--- config.mk ---
export PLATFORM = sky130hd
export DESIGN_NAME = yz_event_counter
export DESIGN_NICKNAME = d
export VERILOG_FILES = /design/src/rtl/yz_mon_pkg.sv /design/src/rtl/yz_event_counter_rise_det.sv /design/src/rtl/yz_event_counter.sv
export SDC_FILE = /design/constraint.sdc
export NUM_CORES = 1
export LEC_CHECK = 0
export ABC_AREA = 1
export CAP_MARGIN = 30
export CORE_MARGIN = 2
export CORE_UTILIZATION = 50
export CTS_CLUSTER_DIAMETER = 30
export CTS_CLUSTER_SIZE = 14
export DETAILED_ROUTE_END_ITERATION = 6
export PLACE_DENSITY = 0.73
export REMOVE_ABC_BUFFERS = 1
export SLEW_MARGIN = 20
export SYNTH_ARGS = -nofsm -noshare
export SYNTH_HDL_FRONTEND = slang
export SYNTH_HIERARCHICAL = 1
export SYNTH_SLANG_ARGS = --single-unit
--- constraint.sdc ---
create_clock -name clk -period 3.9 [get_ports clk]
set_clock_uncertainty 0.15 [all_clocks]
set_input_delay 0.975 -clock clk [delete_from_list [all_inputs] [get_ports clk]]
set_output_delay 0.975 -clock clk [all_outputs]
set_load 0.02 [all_outputs]
--- src/rtl/yz_mon_pkg.sv ---
// Shared types and default constants for the y/z event monitor.
package yz_mon_pkg;

    typedef enum logic [1:0] {IDLE, COUNT, REPORT} yz_state_t;

    localparam int YZ_CNT_W   = 8;
    localparam int YZ_WIN_LEN = 16;

endpackage

--- src/rtl/yz_event_counter_rise_det.sv ---
// Two-register sample/history pair with a rising-edge detect on the registered value.
module rise_det (
    input  logic clk,
    input  logic rst,
    input  logic d,
    output logic rise
);

    logic q;
    logic p;

    always_ff @(posedge clk or posedge rst) begin
        if (rst) begin
            q <= 1'b0;
            p <= 1'b0;
        end else begin
            q <= d;
            p <= q;
        end
    end

    // Both terms are flops, so rise never depends combinationally on d.
    assign rise = q & ~p;

endmodule

--- src/rtl/yz_event_counter.sv ---
// Counts y/z rising edges over a fixed window of WIN_LEN cycles after start,
// then offers both counts on a valid/ready report port.
module yz_event_counter
    import yz_mon_pkg::*;
#(
    parameter int CNT_W   = YZ_CNT_W,
    parameter int WIN_LEN = YZ_WIN_LEN
) (
    input  logic             clk,
    input  logic             rst,
    input  logic             start,
    input  logic             y,
    input  logic             z,
    output logic             busy,
    output logic             rpt_valid,
    input  logic             rpt_ready,
    output logic [CNT_W-1:0] y_cnt,
    output logic [CNT_W-1:0] z_cnt,
    output yz_state_t        state
);

    localparam int               WIN_W    = (WIN_LEN > 1) ? $clog2(WIN_LEN) : 1;
    localparam logic [WIN_W-1:0] WIN_LOAD = WIN_W'(WIN_LEN - 1);
    localparam logic [CNT_W-1:0] CNT_MAX  = '1;

    logic             y_rise;
    logic             z_rise;
    logic [WIN_W-1:0] win;

    rise_det u_y_det (
        .clk  (clk),
        .rst  (rst),
        .d    (y),
        .rise (y_rise)
    );

    rise_det u_z_det (
        .clk  (clk),
        .rst  (rst),
        .d    (z),
        .rise (z_rise)
    );

    // Report handshake: rpt_valid is raised on entry to REPORT and only drops on
    // an edge where rpt_valid & rpt_ready; counts are frozen while it is high.
    always_ff @(posedge clk or posedge rst) begin
        if (rst) begin
            state     <= IDLE;
            win       <= '0;
            y_cnt     <= '0;
            z_cnt     <= '0;
            busy      <= 1'b0;
            rpt_valid <= 1'b0;
        end else begin
            case (state)
                IDLE: begin
                    if (start) begin
                        y_cnt <= '0;
                        z_cnt <= '0;
                        win   <= WIN_LOAD;
                        busy  <= 1'b1;
                        state <= COUNT;
                    end
                end
                COUNT: begin
                    if (y_rise && (y_cnt != CNT_MAX)) begin
                        y_cnt <= y_cnt + 1'b1;
                    end
                    if (z_rise && (z_cnt != CNT_MAX)) begin
                        z_cnt <= z_cnt + 1'b1;
                    end
                    // The final cycle's rises are still counted above.
                    if (win == '0) begin
                        rpt_valid <= 1'b1;
                        state     <= REPORT;
                    end else begin
                        win <= win - 1'b1;
                    end
                end
                REPORT: begin
                    if (rpt_ready) begin
                        rpt_valid <= 1'b0;
                        busy      <= 1'b0;
                        state     <= IDLE;
                    end
                end
                default: begin
                    rpt_valid <= 1'b0;
                    busy      <= 1'b0;
                    state     <= IDLE;
                end
            endcase
        end
    end

endmodule

==> run_results.csv <==
group,metric,value,unit
sta,fin_tns_setup,0,ns
final_layout,layout.cells.non_filler,244,
critical_path,start_kind,"register",
final_layout,final_util,64.6,%
die,core_area,2780,um^2
final_layout,diodes,0,
final_layout,drive_gt1_share,9.39,%
critical_path,cp_cell_sequence,"clkdlybuf4s50_1",
cts,cts_post_setup_buffers_inserted,0,
sta,slew_violations,0,
final_layout,area_growth,21.4,%
synth,synthCells,187,
place,place_inst,240,
sta,setup_ws,1.30,ns
place,dp_hpwl,2200,um
critical_path,cp.required,2.77,ns
final_layout,final_common_cell,"nand2_1",
status,status,"completed",
cts,cts_root_buf,"clkbuf_4",
power_and_ir_drop,cellLeakagePower,0.000861,uW
cts,clockBufferDepth,2,
route,wire_per_inst,12.2,um
global_route,first_global_vias,1218,
sta,holdWs,0.246,ns
critical_path,crit_path_max_incr_delay,0.65,ns
route,vias,1239,
critical_path,crit_slowest_cell,"clkdlybuf4s50_1",
critical_path,arrival,1.48,ns
cts,clkSlewWorstSetupHoldPaths,0.14,ns
synth,ys_warn_count,6,
global_route,grt_start_max_net_pins,25,
sta,min_period_over_period,66.7,%
sta,final_hold_viol_count,0,
synth,synth-edff-count,0,
sta,finalSetupViolCount,0,
worst_hold_path,worstHoldPathType,"reg -> reg",
critical_path,crit_path_end_kind,"output pin",
global_route,grt_pass1_wl,5160,um
critical_path,path_max_fanout,8,
cts,clock_latency,0.32,ns
die,num_rows,19,
critical_path,crit_family,"buffers and inverters",
global_route,grt_antenna_before_repair,0,
global_route,grt.total_usage,19.4,%
cts,cts_max_level,1,
die,initial_core_util,53.3,%
die,io_pins,26,
synth,synth.avg_cell_area,7.92,um^2
job,maxCapViolations,0,
cts,cts_hold_buf,0,
sta,relSlewSlack,51.2,%
synth,ys_seq_area_share,47.3,%
place,port_buffers,25,
route,dr.pass1.iters,4,
synth,ys_ff_latch,28,
final_layout,num-nets-final,224,
sta,fmax,0.384,GHz
final_layout,mostFrequentLayoutCells,"nand2_1 (45), nand3_1 (28), dfrtp_1 (28)",
sta,worstMarginPinSlew,0.730,ns
route,drt_iter0_markers,42,
sta,period_minus_slack,2.60,ns
route,via_per_inst,5.08,
cts,cts_tree,"yes",
synth,synth_ff_type,"dfrtp_1",
route,wl,2980,um
sta,grt_setup_unrepaired,"no",
die,dieArea,3410,um^2
synth,syn_area,1480,um^2
synth,ys_async_sr_fraction,100,%
global_route,grt-ovfl-total,0,
critical_path,path_class,"reg -> out",
final_layout,fillers,244,
die,die_w,58.4,um
cts,ctsResizeCount,0,
synth,ys_types,24,
place,place_ws,1.32,ns
critical_path,cp_num_buf_inv,1,
place,gp_congestion,0.805,
power_and_ir_drop,irDropWorstVdd,0.448,mV
cts,cts_num_sinks,28,
cts,cts_buffers,3,
die,die_height,58.4,um
power_and_ir_drop,powerDensity,629,nW/um^2
route,postRouteAntennaNets,0,
route,drc_errors,0,
per-stage QoR:
stage          power [uW]  cell area (um^2)
6_report             1130              1800
5_1_grt              1230              1800
4_1_cts              1140              1770
3_5_place_dp         1020              1750
3_3_place_gp          993              1750
2_1_floorplan         802              1460
cells by family after synthesis:
| family | after synthesis | share of synthesized area (%) |
|---|---|---|
| and+or+nand+nor | 113 | 35.3 |
| DFF | 28 | 47.3 |
| buffers and inverters | 25 | 7.09 |
| AOI/OAI and AO/OA | 13 | 4.81 |
| xor gates and xnor gates | 5 | 2.96 |
| adders and majority gates | 3 | 2.53 |
sequential cells by signal (all words and copies together), names as in the netlist:
signal     cells
u_z_det/p      1
win            4
rpt_valid      1
u_y_det/p      1
busy           1
u_z_det/q      1
state          2
u_y_det/q      1
z_cnt          8
y_cnt          8
metal layers:
metal,vias up,wire length (um),global-route usage [%],part of all wire (%)
li1,650,-,-,-
met1,556,1390,25.6,47
met2,29,1470,33.9,49
met3,4,102,2.42,3.4
met4,0,16,4.98,0.54
met5,-,0,0,0
worst paths after layout:
kind / depth (start not counted) / to / slack, ns / start
max: 1 / z_cnt[2] / 1.30 / z_cnt[2]
min: 0 / u_z_det/p / 0.25 / u_z_det/q
max reg2reg: 6 / z_cnt[4] / 2.20 / state[0]
min reg2reg: 0 / u_z_det/p / 0.25 / u_z_det/q
max in group asynchronous: 3 / z_cnt[3] / 2.38 / rst
min in group asynchronous: 2 / u_z_det/p / 0.68 / rst
cells in the mapped netlist, types with 3 or more instances:
cell type | number | area, um^2
o21ai_0 | 6 | 30.0
nand2_1 | 45 | 169
nor2_2 | 5 | 31.3
o21ai_1 | 3 | 15.0
nand3_1 | 28 | 140
nor2_1 | 18 | 67.6
dfrtp_1 | 28 | 701
inv_1 | 21 | 78.8
nor3_1 | 4 | 20.0
ha_1 | 3 | 37.5
nand2_2 | 7 | 43.8
xor2_1 | 4 | 35.0
cell type report:
cell class,instances,area [um^2],area share [%]
Tap cell,31,38.8,2.16
Timing Repair Buffer,26,278,15.4
Sequential cell,28,701,39.0
Multi-Input combinational cell,134,676,37.6
Inverter,22,82.6,4.59
Clock buffer,3,22.5,1.25
power by group:
group	internal (uW)	total (uW)	switching [uW]
logic	226	538	312
clock network	36.2	116	80.0
registers	378	476	97.9
total	641	1130	490
(Power assumes the default switching activity.)
